===== config.mk =====
export PLATFORM = sky130hd
export DESIGN_NAME = ps2_key_event_rx
export DESIGN_NICKNAME = d
export VERILOG_FILES = /design/src/rtl/ps2_pkg.sv /design/src/rtl/ps2_frame_rx.sv /design/src/rtl/ps2_key_event_rx.sv
export SDC_FILE = /design/constraint.sdc
export NUM_CORES = 1
export LEC_CHECK = 0
export BUFFER_PORTS_ARGS = -buffer_cell sky130_fd_sc_hd__buf_4
export CORE_ASPECT_RATIO = 0.6
export CORE_UTILIZATION = 55
export CTS_BUF_LIST = sky130_fd_sc_hd__clkbuf_8
export CTS_CLUSTER_SIZE = 8
export DETAILED_ROUTE_END_ITERATION = 8
export PLACE_DENSITY = 0.71
export SLEW_MARGIN = 30
export SYNTH_ARGS = -nofsm -noshare
export SYNTH_HDL_FRONTEND = slang
export SYNTH_SLANG_ARGS = --single-unit

===== constraint.sdc =====
create_clock -name clk -period 8.4 [get_ports clk]
set_input_delay 0.42 -clock clk [delete_from_list [all_inputs] [get_ports clk]]
set_output_delay 0.42 -clock clk [all_outputs]
set_load 0.02 [all_outputs]

===== src/rtl/ps2_pkg.sv =====
// ps2_pkg: shared constants and types for the PS/2 key event receiver.
//   - Set-2 prefix codes (break, extend, pause) and modifier scan codes
//   - Keyboard response bytes that never produce a key event
//   - Event word layout and width
//   - Decoder FSM state type
package ps2_pkg;

  localparam logic [7:0] CODE_BREAK  = 8'hF0;
  localparam logic [7:0] CODE_EXTEND = 8'hE0;
  localparam logic [7:0] CODE_PAUSE  = 8'hE1;

  localparam logic [7:0] CODE_LSHIFT = 8'h12;
  localparam logic [7:0] CODE_RSHIFT = 8'h59;
  localparam logic [7:0] CODE_CTRL   = 8'h14;  // left plain, right with E0
  localparam logic [7:0] CODE_ALT    = 8'h11;  // left plain, right with E0
  localparam logic [7:0] CODE_CAPS   = 8'h58;

  localparam logic [7:0] RSP_BAT_OK   = 8'hAA;
  localparam logic [7:0] RSP_ACK      = 8'hFA;
  localparam logic [7:0] RSP_ECHO     = 8'hEE;
  localparam logic [7:0] RSP_BAT_FAIL = 8'hFC;
  localparam logic [7:0] RSP_DIAG_ERR = 8'hFD;
  localparam logic [7:0] RSP_ERR_00   = 8'h00;
  localparam logic [7:0] RSP_ERR_FF   = 8'hFF;

  // Pause is E1 followed by seven more bytes that carry no extra meaning.
  localparam logic [2:0] PAUSE_SKIP = 3'd7;

  localparam int EVENT_WIDTH = 14;
  localparam int EV_EXT      = 8;
  localparam int EV_REL      = 9;
  localparam int EV_SHIFT    = 10;
  localparam int EV_CTRL     = 11;
  localparam int EV_ALT      = 12;
  localparam int EV_CAPS     = 13;

  typedef enum logic [2:0] {
    DEC_IDLE,
    DEC_EXT,
    DEC_BRK,
    DEC_EXT_BRK,
    DEC_PAUSE
  } dec_state_e;

  function automatic logic is_swallowed(input logic [7:0] code);
    return code inside {RSP_BAT_OK, RSP_ACK, RSP_ECHO, RSP_BAT_FAIL,
                        RSP_DIAG_ERR, RSP_ERR_00, RSP_ERR_FF};
  endfunction

endpackage


===== src/rtl/ps2_frame_rx.sv =====
// ps2_frame_rx: PS/2 byte receiver in the system clock domain.
//   clk, rst        system clock, asynchronous active-low reset
//   ps2_clk_i       raw PS/2 clock pin
//   ps2_data_i      raw PS/2 data pin
//   byte_valid_o    one-cycle pulse, byte_o holds a correctly framed byte
//   byte_o          received byte
//   err_o           one-cycle pulse on start, parity, stop or timeout error
module ps2_frame_rx #(
  parameter int SYNC_STAGES    = 2,
  parameter int TIMEOUT_CYCLES = 100000
) (
  input  logic       clk,
  input  logic       rst,
  input  logic       ps2_clk_i,
  input  logic       ps2_data_i,
  output logic       byte_valid_o,
  output logic [7:0] byte_o,
  output logic       err_o
);

  localparam int TW = $clog2(TIMEOUT_CYCLES + 1);

  logic [SYNC_STAGES-1:0] clk_sync_q;
  logic [SYNC_STAGES-1:0] data_sync_q;
  logic                   clk_prev_q;
  logic                   fall_q;
  logic                   data_smp_q;
  logic [3:0]             bit_cnt_q;
  logic [TW-1:0]          timer_q;
  logic [7:0]             shift_q;
  logic                   parity_q;
  logic                   byte_valid_q;
  logic                   err_q;

  // Synchronisers idle high like the bus, so reset never fakes a falling edge.
  // fall_q and data_smp_q come out of the same stage, so data is sampled
  // exactly at the detected edge.
  always_ff @(posedge clk or negedge rst) begin
    if (!rst) begin
      clk_sync_q  <= '1;
      data_sync_q <= '1;
      clk_prev_q  <= 1'b1;
      fall_q      <= 1'b0;
      data_smp_q  <= 1'b1;
    end else begin
      clk_sync_q  <= {clk_sync_q[SYNC_STAGES-2:0], ps2_clk_i};
      data_sync_q <= {data_sync_q[SYNC_STAGES-2:0], ps2_data_i};
      clk_prev_q  <= clk_sync_q[SYNC_STAGES-1];
      fall_q      <= clk_prev_q & ~clk_sync_q[SYNC_STAGES-1];
      data_smp_q  <= data_sync_q[SYNC_STAGES-1];
    end
  end

  // bit_cnt_q: 0 waits for start, 1..8 data, 9 parity, 10 stop.
  always_ff @(posedge clk or negedge rst) begin
    if (!rst) begin
      bit_cnt_q    <= 4'd0;
      timer_q      <= '0;
      byte_valid_q <= 1'b0;
      err_q        <= 1'b0;
    end else begin
      byte_valid_q <= 1'b0;
      err_q        <= 1'b0;
      if (fall_q) begin
        timer_q <= '0;
        if (bit_cnt_q == 4'd0) begin
          if (data_smp_q) err_q <= 1'b1;
          else            bit_cnt_q <= 4'd1;
        end else if (bit_cnt_q == 4'd10) begin
          bit_cnt_q <= 4'd0;
          // Odd parity: data plus parity bit must hold an odd number of ones.
          if (data_smp_q && (^{shift_q, parity_q})) byte_valid_q <= 1'b1;
          else                                       err_q        <= 1'b1;
        end else begin
          bit_cnt_q <= bit_cnt_q + 4'd1;
        end
      end else if (bit_cnt_q != 4'd0) begin
        if (timer_q == TW'(TIMEOUT_CYCLES)) begin
          err_q     <= 1'b1;
          bit_cnt_q <= 4'd0;
          timer_q   <= '0;
        end else begin
          timer_q <= timer_q + TW'(1);
        end
      end
    end
  end

  always_ff @(posedge clk) begin
    if (fall_q) begin
      if (bit_cnt_q >= 4'd1 && bit_cnt_q <= 4'd8) shift_q <= {data_smp_q, shift_q[7:1]};
      if (bit_cnt_q == 4'd9) parity_q <= data_smp_q;
    end
  end

  assign byte_valid_o = byte_valid_q;
  assign byte_o       = shift_q;
  assign err_o        = err_q;

endmodule


===== src/rtl/ps2_key_event_rx.sv =====
// ps2_key_event_rx: PS/2 Set-2 keyboard receiver producing buffered key events.
//   clk, rst      system clock, asynchronous active-low reset
//   ps2_clk       raw PS/2 clock pin
//   ps2_data      raw PS/2 data pin
//   event_ready   consumer accepts the head event
//   clr_status    one-cycle pulse clearing overflow / frame_err
//   event_valid   event FIFO is non-empty
//   event_data    head event: code, ext, rel, shift, ctrl, alt, caps_lock
//   fifo_count    FIFO occupancy
//   overflow      sticky, an event was dropped because the FIFO was full
//   frame_err     sticky, a PS/2 framing or timeout error was seen
module ps2_key_event_rx
  import ps2_pkg::*;
#(
  parameter int FIFO_DEPTH     = 16,
  parameter int SYNC_STAGES    = 2,
  parameter int TIMEOUT_CYCLES = 100000,
  parameter int FILTER_REPEAT  = 1
) (
  input  logic                        clk,
  input  logic                        rst,
  input  logic                        ps2_clk,
  input  logic                        ps2_data,
  input  logic                        event_ready,
  input  logic                        clr_status,
  output logic                        event_valid,
  output logic [EVENT_WIDTH-1:0]      event_data,
  output logic [$clog2(FIFO_DEPTH):0] fifo_count,
  output logic                        overflow,
  output logic                        frame_err
);

  localparam int AW = $clog2(FIFO_DEPTH);
  localparam int CW = AW + 1;

  logic       rx_vld;
  logic [7:0] rx_byte;
  logic       rx_err;

  ps2_frame_rx #(
    .SYNC_STAGES   (SYNC_STAGES),
    .TIMEOUT_CYCLES(TIMEOUT_CYCLES)
  ) u_frame_rx (
    .clk         (clk),
    .rst         (rst),
    .ps2_clk_i   (ps2_clk),
    .ps2_data_i  (ps2_data),
    .byte_valid_o(rx_vld),
    .byte_o      (rx_byte),
    .err_o       (rx_err)
  );

  dec_state_e state_q;
  logic [2:0] skip_q;

  always_ff @(posedge clk or negedge rst) begin
    if (!rst) begin
      state_q <= DEC_IDLE;
      skip_q  <= 3'd0;
    end else if (rx_vld) begin
      unique case (state_q)
        DEC_IDLE: begin
          if (rx_byte == CODE_EXTEND)     state_q <= DEC_EXT;
          else if (rx_byte == CODE_BREAK) state_q <= DEC_BRK;
          else if (rx_byte == CODE_PAUSE) begin
            state_q <= DEC_PAUSE;
            skip_q  <= PAUSE_SKIP;
          end
        end
        DEC_EXT:     state_q <= (rx_byte == CODE_BREAK) ? DEC_EXT_BRK : DEC_IDLE;
        DEC_BRK,
        DEC_EXT_BRK: state_q <= DEC_IDLE;
        DEC_PAUSE: begin
          skip_q <= skip_q - 3'd1;
          if (skip_q == 3'd1) state_q <= DEC_IDLE;
        end
        default:     state_q <= DEC_IDLE;
      endcase
    end
  end

  logic       key_ev, key_ext, key_rel, key_repeat, key_accept;
  logic [7:0] key_code;
  logic       lshift_q, rshift_q, lctrl_q, rctrl_q, lalt_q, ralt_q, caps_q;
  logic       lshift_d, rshift_d, lctrl_d, rctrl_d, lalt_d, ralt_d, caps_d;
  logic       last_vld_q, last_ext_q;
  logic [7:0] last_code_q;
  logic [EVENT_WIDTH-1:0] ev_d;

  // Classify the incoming byte against the current decoder state, then apply
  // the repeat filter and the modifier updates the event implies.
  always_comb begin
    key_ev   = 1'b0;
    key_ext  = 1'b0;
    key_rel  = 1'b0;
    key_code = rx_byte;
    if (rx_vld) begin
      unique case (state_q)
        DEC_IDLE:    key_ev = !(rx_byte inside {CODE_EXTEND, CODE_BREAK, CODE_PAUSE})
                              && !is_swallowed(rx_byte);
        DEC_EXT: begin
          key_ev  = (rx_byte != CODE_BREAK);
          key_ext = 1'b1;
        end
        DEC_BRK: begin
          key_ev  = 1'b1;
          key_rel = 1'b1;
        end
        DEC_EXT_BRK: begin
          key_ev  = 1'b1;
          key_ext = 1'b1;
          key_rel = 1'b1;
        end
        DEC_PAUSE: begin
          key_ev   = (skip_q == 3'd1);
          key_code = CODE_PAUSE;
        end
        default: key_ev = 1'b0;
      endcase
    end

    key_repeat = (FILTER_REPEAT != 0) && !key_rel && last_vld_q &&
                 (last_code_q == key_code) && (last_ext_q == key_ext);
    key_accept = key_ev && !key_repeat;

    lshift_d = lshift_q;
    rshift_d = rshift_q;
    lctrl_d  = lctrl_q;
    rctrl_d  = rctrl_q;
    lalt_d   = lalt_q;
    ralt_d   = ralt_q;
    caps_d   = caps_q;
    if (key_accept) begin
      if (key_code == CODE_LSHIFT && !key_ext) lshift_d = !key_rel;
      if (key_code == CODE_RSHIFT && !key_ext) rshift_d = !key_rel;
      if (key_code == CODE_CTRL) begin
        if (key_ext) rctrl_d = !key_rel;
        else         lctrl_d = !key_rel;
      end
      if (key_code == CODE_ALT) begin
        if (key_ext) ralt_d = !key_rel;
        else         lalt_d = !key_rel;
      end
      if (key_code == CODE_CAPS && !key_ext && !key_rel) caps_d = !caps_q;
    end

    ev_d           = '0;
    ev_d[7:0]      = key_code;
    ev_d[EV_EXT]   = key_ext;
    ev_d[EV_REL]   = key_rel;
    ev_d[EV_SHIFT] = lshift_d | rshift_d;
    ev_d[EV_CTRL]  = lctrl_d | rctrl_d;
    ev_d[EV_ALT]   = lalt_d | ralt_d;
    ev_d[EV_CAPS]  = caps_d;
  end

  logic                   emit_q;
  logic [EVENT_WIDTH-1:0] emit_data_q;

  always_ff @(posedge clk or negedge rst) begin
    if (!rst) begin
      {lshift_q, rshift_q, lctrl_q, rctrl_q, lalt_q, ralt_q, caps_q} <= '0;
      last_vld_q  <= 1'b0;
      last_ext_q  <= 1'b0;
      last_code_q <= 8'd0;
      emit_q      <= 1'b0;
    end else begin
      {lshift_q, rshift_q, lctrl_q, rctrl_q, lalt_q, ralt_q, caps_q} <=
        {lshift_d, rshift_d, lctrl_d, rctrl_d, lalt_d, ralt_d, caps_d};
      emit_q <= key_accept;
      if (key_accept) begin
        last_vld_q  <= !key_rel;
        last_ext_q  <= key_ext;
        last_code_q <= key_code;
      end
    end
  end

  always_ff @(posedge clk) begin
    if (key_accept) emit_data_q <= ev_d;
  end

  // Event FIFO with a registered head: event_data_q is loaded with whatever
  // will be at the head after this cycle's push/pop.
  logic [EVENT_WIDTH-1:0] mem_q [FIFO_DEPTH];
  logic [AW-1:0]          rd_q, wr_q, rd_d;
  logic [CW-1:0]          count_q, count_d, remain;
  logic                   valid_q, pop, full, push_ok, ovf_set;
  logic [EVENT_WIDTH-1:0] data_q, head_d;
  logic                   overflow_q, frame_err_q;

  always_comb begin
    pop     = valid_q && event_ready;
    full    = (count_q == CW'(FIFO_DEPTH));
    push_ok = emit_q && (!full || pop);
    ovf_set = emit_q && full && !pop;
    count_d = count_q + CW'(push_ok) - CW'(pop);
    rd_d    = rd_q + AW'(pop);
    remain  = count_q - CW'(pop);
    // Pushing into an empty FIFO: the new event bypasses the memory.
    head_d  = (remain == '0) ? emit_data_q : mem_q[rd_d];
  end

  always_ff @(posedge clk or negedge rst) begin
    if (!rst) begin
      rd_q        <= '0;
      wr_q        <= '0;
      count_q     <= '0;
      valid_q     <= 1'b0;
      data_q      <= '0;
      overflow_q  <= 1'b0;
      frame_err_q <= 1'b0;
    end else begin
      rd_q    <= rd_d;
      wr_q    <= wr_q + AW'(push_ok);
      count_q <= count_d;
      valid_q <= (count_d != '0);
      if (count_d != '0) data_q <= head_d;
      // A new error in the same cycle as clr_status wins.
      overflow_q  <= (overflow_q && !clr_status) || ovf_set;
      frame_err_q <= (frame_err_q && !clr_status) || rx_err;
    end
  end

  always_ff @(posedge clk) begin
    if (push_ok) mem_q[wr_q] <= emit_data_q;
  end

  assign event_valid = valid_q;
  assign event_data  = data_q;
  assign fifo_count  = count_q;
  assign overflow    = overflow_q;
  assign frame_err   = frame_err_q;

endmodule

==> results of run 1 <==
==> synth_stat cells (3+ instances only) <==
| cell type | n | area, µm² |
|---|---|---|
| o21bai_1 | 4 | 30.0 |
| mux2_1 | 6 | 67.6 |
| dfrtp_1 | 78 | 1950 |
| nand2_1 | 90 | 338 |
| mux4_2 | 56 | 1260 |
| a21oi_1 | 15 | 75.1 |
| o21ai_0 | 43 | 215 |
| or3_1 | 4 | 25.0 |
| buf_6 | 4 | 45.0 |
| ha_1 | 17 | 213 |
| mux2_2 | 34 | 383 |
| clkbuf_1 | 29 | 109 |
| dfstp_2 | 6 | 158 |
| buf_2 | 13 | 65.1 |
| nand2b_1 | 6 | 37.5 |
| nand3_1 | 18 | 90.1 |
| xnor2_1 | 16 | 140 |
| or2_2 | 3 | 18.8 |
| nand4_1 | 3 | 18.8 |
| edfxtp_1 | 247 | 7420 |
| xor2_1 | 9 | 78.8 |
| and3_1 | 28 | 175 |
| o31a_1 | 3 | 26.3 |
| o21a_1 | 3 | 22.5 |
| a31oi_1 | 20 | 125 |
| inv_1 | 26 | 97.6 |
| nor4_1 | 8 | 50.1 |
| nor3_1 | 12 | 60.1 |
| nor2b_1 | 7 | 43.8 |
| nor2_1 | 43 | 161 |
| o31ai_1 | 3 | 22.5 |
| nand3b_1 | 3 | 22.5 |
==> per-layer routing <==
layer	vias to the layer above	wire, µm
li1	3569	-
met1	4027	13900
met2	326	13000
met3	37	2440
met4	0	376
met5	-	0
==> cell type report <==
| type | count | area, µm² | area share |
|---|---|---|---|
| Inverter | 27 | 101 | 0.00652 |
| Tap cell | 322 | 403 | 0.0259 |
| Timing Repair Buffer | 61 | 465 | 0.0300 |
| Clock buffer | 50 | 688 | 0.0443 |
| Clock inverter | 40 | 160 | 0.0103 |
| Sequential cell | 331 | 9530 | 0.613 |
| Multi-Input combinational cell | 498 | 4190 | 0.270 |
==> worst max-delay path: cells and delay by family, from the launching register on <==
family | cells | cell delay, ns
AOI/OAI and AO/OA | 1 | 0.14
xor gates and xnor gates | 1 | 0.15
adders and majority gates | 4 | 0.93
buffers and inverters | 2 | 0.18
DFF | 1 | 0.43
muxes | 1 | 0.42
and+or+nand+nor | 6 | 1.52
==> sequential cells by signal, summed over array words and instances, names as in the netlist, 2 cells and up <==
register and count:
u_frame_rx.byte_o 8, u_frame_rx.timer_q 17, last_code_q 8, wr_q 4
event_data 14, fifo_count 5, mem_q 224, skip_q 3
u_frame_rx.bit_cnt_q 4, emit_data_q 14, u_frame_rx.clk_sync_q 2, u_frame_rx.data_sync_q 2
state_q 3, rd_q 4
==> kinds of logic (layout without fill, tap and decap cells) <==
group                    count (synthesis)  after routing  share of synthesized area
AO/OA/AOI/OAI                          112            112                     0.0509
XOR/XNOR                                25             25                     0.0156
adder cells (fa/ha/maj)                 18             18                     0.0166
buffers and inverters                   75            178                     0.0237
flip-flops                             331            331                      0.680
multiplexers                            98             98                      0.124
AND/OR/NAND/NOR                        245            245                     0.0890
==> power by group through the flow <==
| stage | Sequential (mW) | Combinational (mW) | Clock [mW] |
|---|---|---|---|
| final | 1.95 | 1.70 | 1.15 |
| after global routing | 1.96 | 1.85 | 1.24 |
| after CTS | 1.95 | 1.71 | 1.17 |
| after detailed placement | 1.98 | 1.70 | 0 |
| after global placement | 1.98 | 1.68 | 0 |
| after floorplan | 1.99 | 1.24 | 0 |
==> stage by stage <==
step           hold slack [ns]  area, µm²  setup WS, ns  utilization  cells
2_1_floorplan            0.124      14000          4.70            -    904
3_3_place_gp             0.348      14600          4.46        0.595   1235
3_5_place_dp             0.349      14700          4.44        0.596   1236
4_1_cts                  0.154      15500          4.51        0.631   1329
5_1_grt                  0.166      15500          4.19        0.631   1329
6_report                 0.190      15500          4.52        0.631   1329
==> worst min path at each step <==
stage                     cells past startpoint                                start                             endpoint
final                                         3                           clr_status                   overflow$_DFF_PN0_
after global routing                          3                           clr_status                   overflow$_DFF_PN0_
after CTS                                     3                           clr_status                   overflow$_DFF_PN0_
after detailed placement                      0  u_frame_rx.data_sync_q[0]$_DFF_PN1_  u_frame_rx.data_sync_q[1]$_DFF_PN1_
after global placement                        0   u_frame_rx.clk_sync_q[0]$_DFF_PN1_   u_frame_rx.clk_sync_q[1]$_DFF_PN1_
after floorplan                               0                                  rst                     caps_q$_DFF_PN0_
==> timing repair <==
item | CTS | global route
setup buffers | 0 | 0
endpoints found under the hold margin | 25 | 0
hold buffers | 3 | 0
==> reports/metrics.cfg, run 1 <==
[status]
outcome = completed

[synthesis]
synth_edf_count = 247
synth_ff_type = edfxtp_1
synth_cell_types = 68
seq_area_frac_synth = 0.680
synth_area_mm2 = 0.0140
avgSynthCellArea_um2 = 15.5
async_flop_share = 0.254
synth-seq-cells = 331
yosys_warnings = 0
syn-num-nets = 928
syn-instance-count = 904

[critical_path]
path_cells = inv_1 > ha_1 > nand2_1 > or4_1 > nand2_1 > ha_1 > inv_1 > ha_1 > fa_1 > a21oi_1 > nor2_1 > nor2_1 > xnor2_1 > or3_1 > mux2_2
critPathSlowestCell = or3_1
max_stage_delay_ns = 0.70
rr_endpoint = event_data[4]$_DFFE_PN0P_
crit_start = fifo_count[2]$_DFF_PN0_
critPathCapture = event_data[4]$_DFFE_PN0P_
critPathLaunchType = register
arrival_ns = 4.34
crit_top_cell = ha_1
ff2ff_setup_slack_ns = 4.52
critPathCaptureType = register
cp_max_fo = 15
r2r_start = fifo_count[2]$_DFF_PN0_
rr_worst_depth = 15
required_ns = 8.86
worstSetupPathType = register to register

[cts]
cts_sinks = 331
path_clk_slew_ns = 0.07
cts-resized-gates = 0
htreeDepth = 2
cts_tree = done
clk_latency_ns = 0.58
cts_buffers = 48
cts.path.max_buffers = 3
root_buffer = clkbuf_8

[global_routing]
grt_first_pass_wirelength_um = 46000
antenna_found_initial = 0
met1_usage = 0.365
gr-usage-met2 = 0.334
grt_pass1_vias = 7836
grt_max_degree = 57
globalRoute.totalOverflow = 0
grt_usage = 0.234
use_met3 = 0.0549
grt-busiest-layer = met1

[sta]
fin_skew_ns = 0.0216
max_freq_mhz = 258
slew_viol_final = 0
worst_slew_pin_slew_ns = 0.926
grt_setup_unrepaired = false
final_hold_viol_count = 0
max-slew-margin-rel = 0.380
period_share = 0.462
finalCriticalPeriod_ns = 3.88
fin_setup_tns_ns = 0
finalSetupViolations = 0

[min_path]
hp-class = input pin to register

[pwr]
power.total_mw = 4.80
switching_power_mw = 1.61
swShare = 0.335
combinationalPowerShare = 0.355
p_leak_nw = 5.60
intPower_mw = 3.19
p_clk_frac = 0.239
pwr-share-seq = 0.406
irDropWorstVdd_uv = 213
pwr_density_cell_mw_per_mm2 = 309

[floorplanning]
die_area_mm2 = 0.0261
start_util = 0.569
io_pins = 28
fp.dieH_um = 126
fp.dieW_um = 208
num_rows = 44
core_mm2 = 0.0246

[layout]
final_cell_mix = 247 x edfxtp_1, 90 x nand2_1, 78 x dfrtp_1, 62 x inv_1, 58 x buf_4
final_common_cell = edfxtp_1
nNetsFinal = 991
syn2layout_area_growth_pct = 10.9
drive_above_1_share = 0.229
fill_cells = 1757
antenna_cells = 0

[route]
drt_iter0_markers = 671
routed_wl_um = 29700
dr.pass1.iters = 5
via_per_inst = 5.99
ant_nets = 0
drc = 0
wire_per_inst_um = 22.3
vias = 7959

[place]
port_buffers = 27
dpl.hpwl_um = 18300
gp_congestion = 0.844

[flow_run]
max-cap-violations = 0

Power figures use the tool's default switching activity.
==> run 2: changes to the inputs <==
ABC_AREA = 1   (was unset)
PLACE_DENSITY = 0.74   (was 0.71)
clock period = 3.22 ns   (was 8.4 ns; I/O delays follow)
==> run 2 against run 1 <==
  * Wire length is 12% higher
  * Clock skew increased by 0.0075 ns
  * Critical path depth decreased by 1
  * Fmax up 29%
  * Total power rose to 2.9 times the previous value
  * Die area up 1.8%
  * Global-route usage is 2.5 points higher
  * Final cell count grew 31%
  * Synthesized cell count increased by 42%
  * Combinational power grew to 3.5 times the previous value
  * Via count rose by 24%
  * Critical path type unchanged
==> reports/metrics.cfg, run 2 <==
[critical_path]
worstSetupPathType = register to register
r2r_start = fifo_count[2]$_DFF_PN0_
arrival_ns = 3.47
cp_max_fo = 29
rr_worst_depth = 14
critPathCapture = event_data[13]$_DFFE_PN0P_
critPathLaunchType = register
critPathCaptureType = register
crit_start = fifo_count[2]$_DFF_PN0_
rr_endpoint = event_data[13]$_DFFE_PN0P_
ff2ff_setup_slack_ns = 0.20
required_ns = 3.67

[floorplanning]
start_util = 0.562
die_area_mm2 = 0.0266
fp.dieW_um = 210
num_rows = 45
fp.dieH_um = 127
core_mm2 = 0.0254
io_pins = 28

[cts]
cts.path.max_buffers = 3
clk_latency_ns = 0.59
cts_tree = done
cts_buffers = 49
htreeDepth = 2
path_clk_slew_ns = 0.06
cts_sinks = 331
root_buffer = clkbuf_8

[synthesis]
seq_area_frac_synth = 0.668
async_flop_share = 0.254
synth_ff_type = edfxtp_1
syn-instance-count = 1280
synth_top_area_share = 0.520
yosys_warnings = 0
synth_edf_count = 247
yosysMostFrequentCell = edfxtp_1
synth.area.top_cells = edfxtp_1 52%, dfrtp_1 14%, o21ai_0 5.6%, nor2_1 5.6%, nand2_1 3.3%
synth_top_area_cell = edfxtp_1
synth_cell_types = 50
synth-seq-cells = 331
syn-num-nets = 1304
synth_area_mm2 = 0.0143
avgSynthCellArea_um2 = 11.1
synthTopCellsByCount = 247 x edfxtp_1, 212 x nor2_1, 161 x o21ai_0

[sta]
finalSetupViolations = 0
max_freq_mhz = 331
worst_slew_pin_slew_ns = 0.787
final_hold_viol_count = 0
finalCriticalPeriod_ns = 3.02
slew_viol_final = 0
max-slew-margin-rel = 0.475
fin_hold_ws_ns = 0.127
fin_ws_ns = 0.202
fin_skew_ns = 0.0291
period_share = 0.937

[route]
via_per_inst = 5.70
ant_nets = 0
routed_wl_um = 33400
dr.pass1.iters = 5
drt_iter0_markers = 1108
vias = 9908
wire_per_inst_um = 19.2
drc = 0

[flow_run]
max-cap-violations = 0

[global_routing]
grt_max_degree = 77
antenna_found_initial = 1
grt_first_pass_wirelength_um = 51900
grt_usage = 0.258
grt_pass1_vias = 9215
globalRoute.totalOverflow = 0

[layout]
antenna_cells = 0
multi_input_area_mm2 = 0.00413
syn2layout_area_growth_pct = 12.1
seq_area_mm2 = 0.00953
final_common_cell = edfxtp_1
fill_cells = 1958
largest_reg_flops = 224
final_cell_mix = 247 x edfxtp_1, 212 x nor2_1, 161 x o21ai_0, 126 x nand2_1, 118 x inv_1
reg_top3 = mem_q: 224 flops, u_frame_rx.timer_q: 17 flops
nNetsFinal = 1377
regMostFlops = mem_q
drive_above_1_share = 0.138

[place]
gp_congestion = 0.884
place_ws_ns = 0.115
dpl.hpwl_um = 21100
port_buffers = 27

[pwr]
pwr_density_cell_mw_per_mm2 = 885
irDropWorstVdd_uv = 594
p_leak_nw = 6.12

[status]
outcome = completed

[min_path]
hp-class = input pin to asynchronous set/reset pin

==> run 2: cell types whose count changed after synthesis, moves of 14 or more <==
cell | before | now
nor2_1 | 43 | 212
o21ai_0 | 43 | 161
inv_1 | 26 | 92
mux4_2 | 56 | 0
o211ai_1 | 2 | 58
nand3_1 | 18 | 66
nand2_1 | 90 | 126
mux2_2 | 34 | 0
and3_1 | 28 | 1
a31oi_1 | 20 | 2
o22ai_1 | 1 | 17
o21ai_1 | 0 | 14
==> run 2: how the worst min path moves through the flow <==
stage	start	endpoint	slack, ns	cells after the start
after global placement	rst	u_frame_rx.fall_q$_DFF_PN0_	0.22	1
after detailed placement	rst	u_frame_rx.fall_q$_DFF_PN0_	0.21	1
after CTS	rst	wr_q[3]$_DFF_PN0_	0.13	2
after global routing	rst	u_frame_rx.fall_q$_DFF_PN0_	0.18	2
after floorplan	rst	caps_q$_DFF_PN0_	-0.13	0
final	rst	u_frame_rx.fall_q$_DFF_PN0_	0.13	2
==> run 2: power by group <==
group          total (mW)  switching (mW)  internal (mW)  leakage, nW
clock network        3.04            1.54           1.50        0.539
registers            5.09           0.223           4.87         3.21
logic                6.02            3.97           2.06         2.38
total                14.2            5.73           8.42         6.12
==> run 2: kinds of logic (layout without fill, tap and decap cells) <==
group | Yosys count | after routing | share of synthesized area
xor gates and xnor gates | 19 | 19 | 0.0117
adders and majority gates | 18 | 18 | 0.0163
DFF | 331 | 331 | 0.668
AOI/OAI and AO/OA | 280 | 280 | 0.113
buffers and inverters | 156 | 261 | 0.0453
and+or+nand+nor | 476 | 476 | 0.146
==> run 2: layer usage <==
layer  vias to the layer above  GRT usage  wire, µm
li1                       4622          -         -
met1                      4780      0.411     15700
met2                       451      0.343     13500
met3                        53     0.0720      3680
met4                         2     0.0674       533
met5                         -          0        13
==> run 2: metrics by stage <==
step	power (mW)	cell area (µm²)	instances	setup TNS (ns)	util
final	14.2	16000	1737	0	0.630
after global routing	15.0	16000	1737	-0.00876	0.630
after CTS	14.1	16000	1736	0	0.629
after detailed placement	11.0	15100	1648	0	0.593
after global placement	10.9	15100	1648	0	0.593
after floorplan	8.98	14300	1280	0	-
==> run 2: area by class of cell <==
class	instances	area share
clock buffers	53	0.0456
clock inverters	30	0.00743
inverters	101	0.0237
multi-input cells	793	0.258
flip-flops and latches	331	0.596
well taps	352	0.0275
repair buffers	77	0.0413
==> run 2: timing repair <==
action | CTS | global route
setup endpoints to repair | 0 | 14
endpoints found under the hold margin | 50 | 0
buffers inserted | 0 | 1
hold buffers | 5 | 0
resized for setup | 0 | 5
==> run 2: worst max-delay path: stages, from the launching register on <==
cell	delay [ns]
dfrtp_1	0.40
inv_2	0.08
ha_1	0.21
nand4_1	0.14
nand2_1	0.10
ha_1	0.28
inv_1	0.04
ha_1	0.20
fa_2	0.36
xnor2_1	0.15
nor3_1	0.17
or3b_4	0.41
buf_8	0.17
nand3_1	0.07
o21ai_0	0.09
